$ cat src/rtl/fsm_twoscomp_pkg.sv
// Shared definitions for the word-framed serial two's-complementer.
package fsm_twoscomp_pkg;

    typedef enum logic {
        ST_COPY   = 1'b0,
        ST_INVERT = 1'b1
    } state_e;

    function automatic int unsigned cnt_width(input int unsigned w);
        return (w < 2) ? 1 : $clog2(w);
    endfunction

endpackage

$ cat src/rtl/fsm_twoscomp_bitcnt.sv
// Bit-position counter within a word: wraps after WIDTH-1, advances only when enabled.
module fsm_twoscomp_bitcnt
    import fsm_twoscomp_pkg::*;
#(
    parameter int unsigned WIDTH = 8
) (
    input  logic clk_i,
    input  logic rst_i,
    input  logic en_i,
    output logic first_o,
    output logic last_o
);

    localparam int unsigned CW = cnt_width(WIDTH);
    localparam logic [CW-1:0] LAST_IDX = CW'(WIDTH - 1);

    logic [CW-1:0] cnt_q, cnt_d;

    always_comb begin
        cnt_d = cnt_q;
        if (en_i) begin
            cnt_d = (cnt_q == LAST_IDX) ? '0 : cnt_q + CW'(1);
        end
    end

    always_ff @(posedge clk_i) begin
        if (rst_i) begin
            cnt_q <= '0;
        end else begin
            cnt_q <= cnt_d;
        end
    end

    assign first_o = (cnt_q == '0);
    assign last_o  = (cnt_q == LAST_IDX);

endmodule

$ cat src/rtl/fsm_mealy_twoscomp_word.sv
// Word-framed LSB-first serial two's-complementer with Mealy output.
// Define FSM_TWOSCOMP_STATUS_EN to build the ovf/zero status registers.
module fsm_mealy_twoscomp_word
    import fsm_twoscomp_pkg::*;
#(
    parameter int unsigned WIDTH = 8
) (
    input  logic clk_in,
    input  logic rst_in,
    input  logic A_in,
    input  logic valid_in,
    input  logic negate_in,
    output logic N_out,
    output logic valid_out,
    output logic last_out,
    output logic ovf_out,
    output logic zero_out
);

    state_e state_q, state_d;
    logic   mode_q, mode_d;
    logic   mode;
    logic   first_bit, last_bit;

    fsm_twoscomp_bitcnt #(.WIDTH(WIDTH)) u_bitcnt (
        .clk_i   (clk_in),
        .rst_i   (rst_in),
        .en_i    (valid_in),
        .first_o (first_bit),
        .last_o  (last_bit)
    );

    // On bit 0 the mode comes straight from negate_in so the first bit needs no latency.
    always_comb begin
        state_d = state_q;
        mode_d  = mode_q;
        mode    = first_bit ? negate_in : mode_q;
        N_out   = 1'b0;
        if (valid_in) begin
            N_out = (mode && (state_q == ST_INVERT)) ? ~A_in : A_in;
            if (first_bit) begin
                mode_d = negate_in;
            end
            if (last_bit) begin
                state_d = ST_COPY;
            end else if (A_in) begin
                state_d = ST_INVERT;
            end
        end
    end

    always_ff @(posedge clk_in) begin
        if (rst_in) begin
            state_q <= ST_COPY;
            mode_q  <= 1'b0;
        end else begin
            state_q <= state_d;
            mode_q  <= mode_d;
        end
    end

    assign valid_out = valid_in;
    assign last_out  = valid_in & last_bit;

`ifdef FSM_TWOSCOMP_STATUS_EN
    logic ovf_q, ovf_d, zero_q, zero_d;
    logic word_end_copy;

    // Still in ST_COPY on the last bit means no 1 arrived in bits 0..WIDTH-2.
    always_comb begin
        word_end_copy = valid_in && last_bit && (state_q == ST_COPY);
        ovf_d         = word_end_copy && mode && A_in;
        zero_d        = word_end_copy && !A_in;
    end

    always_ff @(posedge clk_in) begin
        if (rst_in) begin
            ovf_q  <= 1'b0;
            zero_q <= 1'b0;
        end else begin
            ovf_q  <= ovf_d;
            zero_q <= zero_d;
        end
    end

    assign ovf_out  = ovf_q;
    assign zero_out = zero_q;
`else
    assign ovf_out  = 1'b0;
    assign zero_out = 1'b0;
`endif

endmodule

$ cat config.mk
export PLATFORM = sky130hd
export DESIGN_NAME = fsm_mealy_twoscomp_word
export DESIGN_NICKNAME = d
export VERILOG_FILES = /design/src/rtl/fsm_twoscomp_pkg.sv /design/src/rtl/fsm_twoscomp_bitcnt.sv /design/src/rtl/fsm_mealy_twoscomp_word.sv
export SDC_FILE = /design/constraint.sdc
export NUM_CORES = 1
export LEC_CHECK = 0
export CAP_MARGIN = 5
export CELL_PAD_IN_SITES_DETAIL_PLACEMENT = 0
export CELL_PAD_IN_SITES_GLOBAL_PLACEMENT = 1
export CORE_AREA = 2 2 39 41
export DETAILED_ROUTE_END_ITERATION = 12
export DIE_AREA = 0 0 41 43
export PLACE_DENSITY_LB_ADDON = 0.1
export SYNTH_ARGS = -nofsm -noshare
export SYNTH_HDL_FRONTEND = slang
export SYNTH_SLANG_ARGS = --single-unit
$ cat constraint.sdc
create_clock -name clk_in -period 3.5 [get_ports clk_in]
set_input_delay 0.7 -clock clk_in [delete_from_list [all_inputs] [get_ports clk_in]]
set_output_delay 0.7 -clock clk_in [all_outputs]
set_load 0.02 [all_outputs]
# After elaboration in Yosys (flattened, before gate mapping)
# Index checks and enable logic that the tools add are counted.
# W data, S select, Z words.
dict set report op_classes {
  n_addsub 1
  n_eq_ne 1
  muxes 6
  bitwise 2
  n_reduce_logical 4
}
# operator count
set ops {}
lappend ops {{$mux W1} 5}
lappend ops {{$add A3 B1 Y3 const B} 1}
lappend ops {{$eq A3 B3 Y1 const B} 1}
lappend ops {{$logic_not A3 Y1} 1}
lappend ops {{$mux W3} 1}
lappend ops {{$reduce_and A2 Y1} 1}
lappend ops {{$reduce_bool A2 Y1} 1}
lappend ops {{$and A1 B1 Y1} 1}
lappend ops {{$logic_and A1 B1 Y1} 1}
lappend ops {{$not A1 Y1} 1}
dict set report word_totals {
  reg_bits 5
  input_bits 5
  out_inout_bits 5
  word_cells 17
}

# Logic depth before layout (Yosys ltp)
dict set report logic_depth {
  ltp_word 5
  depth_mapped 5
  ltp_nobuf 5
}

# Cells and area by module
# A second synthesis with hierarchy kept.
dict set report hier_totals {
  hier_cells 34
  hier_area_um2 296.5
}
# module instances cells_per_inst area_per_inst_um2 seq_area_each_um2
set by_module_without_submodules {}
lappend by_module_without_submodules {fsm_twoscomp_bitcnt 1 16 161.4 60.1}
lappend by_module_without_submodules {fsm_mealy_twoscomp_word 1 18 135.1 40.0}

# Worst setup path after synthesis
# No wires, ideal clock.
dict set report synth_path {
  path_type {input-to-output}
  startpoint {in negate_in}
  endpoint {out N_out}
  arrival_time_ps 1470
  required_time_ps 2800
  slack_ps 1330
  cell_stages 3
  path_cell_list {and4b_1 a31oi_1 mux2i_1}
}
dict set report synth_via {
  elab_chain_len 4
}
# item line
set synth_lines {}
lappend synth_lines {{start: declaration} fsm_mealy_twoscomp_word.sv:12} ;# input logic negate_in,
lappend synth_lines {{$mux W1} -}
lappend synth_lines {{$logic_and A1 B1 Y1} fsm_mealy_twoscomp_word.sv:40} ;# N_out = (mode && (state_q == ST_INVERT)) ? ~A_in : A_in;
lappend synth_lines {{$mux W1} fsm_mealy_twoscomp_word.sv:40}
lappend synth_lines {{$mux W1} fsm_mealy_twoscomp_word.sv:39} ;# if (valid_in) begin
lappend synth_lines {{end: declaration} fsm_mealy_twoscomp_word.sv:13} ;# output logic N_out,
# Every way passes these cells.

# Worst setup path in the final report
# Same ends and word-level chain as after synthesis.

==> metrics <==
status finished clean; final hold vios 0; routed length on met3 34 um; Core Region 1380 um^2; pre-CTS WS 0.491 ns; # setup viols final 0; CTS H-tree depth 1; arrival time of the worst setup path 2.30 ns; maximum buffer depth of the clock tree 2; Routed WL per cell 9.33 um; fin. max-slew vios 0; post-CTS resize count 0; Detailed Route WL 541 um; total gr overflow 0; met1 WL 208 um; Req. time, crit path 2.80 ns; Area after DPL 368 um^2; Startpoint Class primary input; RePlAce Congestion 0.645; clock root buffer clkbuf_4; Clock Skews 0.00238 ns; cts bufs inserted 3; first-pass GRT wire length 952 um; largest fanout on the critical path 2; DRC 0; Filler Cell Count 149; CTS clk-pin slew, worst paths 0.04 ns; clk_lat worst skew 0.24 ns; commonest non-fill, non-tap cell in the layout clkdlybuf4s50_1; final core occ 28.5%; fmax 333 MHz; Hold WS 0.494 ns; CTS tree yes; Static Leakage 0.187 nW; yosys warns 0; Mapped Cells 34; worst vdd ir 0.000238 V; synth unique cells 16; Area growth syn-to-layout 30.7%; final layout net count 51; cell taking the most area after synthesis dfxtp_1; vias in the first global route 225; CTS Sinks 5; main area contributors after synthesis dfxtp_1 (33%), mux2i_1 (17%), ha_1 (12%); layout cell share with drive strength beyond 1 7.14%; initial antenna violation count 0; r2r endpoint mode_q$_SDFFE_PP0P_; largest net degree at the start of global routing 10; top cell type's share of synthesized area 33.2%; postcts setup bufs 0; number of top-level pins 10; Hold Path Sink mode_q$_SDFFE_PP0P_; maxcap violations 0; Min Clock Period, post-route 3.00 ns; cts-stage hold buffer count 0; sequential element share of the synthesized area 33.2%; die width 41 um; Pwr per Cell Area 399 nW/um^2; Top Layer Used met4; Detailed Routing Iterations Pass 1 3; hold path start mode_q$_SDFFE_PP0P_; Vias 230; Yosys reg bits 5; met2 wire len 285 um; DRT iter0 DRCs 2; die area 1760 um^2; Worst Setup End Kind output port; hold crit path type register to register; antenna viol nets, final 0; commonest cells after routing, fill and taps aside clkdlybuf4s50_1 (7), mux2i_1 (5), nor2_1 (5), dfxtp_1 (5); DIE HEIGHT 43 um; setup TNS 0 ns; Via density 3.97; worst r2r src u_bitcnt.cnt_q[0]$_SDFFE_PP0P_; syn avg cell area 8.87 um^2; WHS Path Cells 2; Port Buf Inserts 7; Final Cell Area 394 um^2; r2r setup slk 2.38 ns; Starting Density 21.8%; worst setup path class primary input to output port; Mapped Area 302 um^2; Total Routing Usage GR 9.05%; fin worst setup slack 0.496 ns; RSZ-0062 raised after global routing no; Diodes inserted 0; fin crit share 85.8%; worst reg-to-reg path cell count 5; Row Count 14
[area by class of cell]
cell class	instances	area (um^2)	share of cell area, %
multi-input combinational	24	170	43.2
timing repair buffer	7	70.1	17.8
inverter	2	7.51	1.90
tap	16	20.0	5.08
clock buffer	4	26.3	6.67
sequential	5	100	25.4
[sequential cells by signal (all words and copies together) (netlist names)]
signal / flops
u_bitcnt.cnt_q: 3
mode_q: 1
state_q: 1
[how the worst max path moves through the flow]
| stage | start | end | slack, ns | cells after the start |
|---|---|---|---|---|
| after floorplan | negate_in | N_out | 1.33 | 3 |
| after global placement | negate_in | N_out | 0.49 | 5 |
| after detailed placement | negate_in | N_out | 0.49 | 5 |
| after CTS | negate_in | N_out | 0.47 | 5 |
| after global routing | negate_in | N_out | 0.41 | 5 |
| final | negate_in | N_out | 0.50 | 5 |
[cell families after synthesis]
family / Yosys count / share of synthesized area (%)
DFF: 5 / 33.2
muxes: 5 / 16.6
and+or+nand+nor: 12 / 21.2
AOI/OAI and AO/OA: 2 / 3.73
adders and majority gates: 3 / 12.4
buffers and inverters: 6 / 11.6
other: 1 / 1.24
[metal layers]
metal	vias up	GRT usage, %
met5	-	0
met4	0	6.00
met3	2	7.85
met2	5	12.2
met1	100	8.74
li1	123	-
[report_power, final]
part / switching (mW) / internal, mW / leakage, nW
combinational: 0.0141 / 0.0145 / 0.131
clock: 0.0217 / 0.0430 / 0.0150
sequential: 0.00275 / 0.0610 / 0.0411
[synthesized netlist by cell type (all sizes together)]
cell type	n
a21oi	1
a31oi	1
and2	1
and4b	1
buf	4
conb	1
dfxtp	5
ha	3
inv	2
mux2i	5
nand2	1
nand2b	2
nand3b	1
nor2	5
nor3	1
[critical path, cell delays in order]
cell and delay, ns:
clkdlybuf4s50_1 0.42, and4b_1 0.19, a31oi_1 0.19, mux2i_1 0.20
clkdlybuf4s50_1 0.61
[through the flow]
step,power [mW],cells
finish,0.157,58
global route,0.174,58
CTS,0.162,58
detailed placement,0.0939,54
global placement,0.0927,54
floorplan,0.0849,35
No activity file was read; power rests on OpenSTA's default activity.
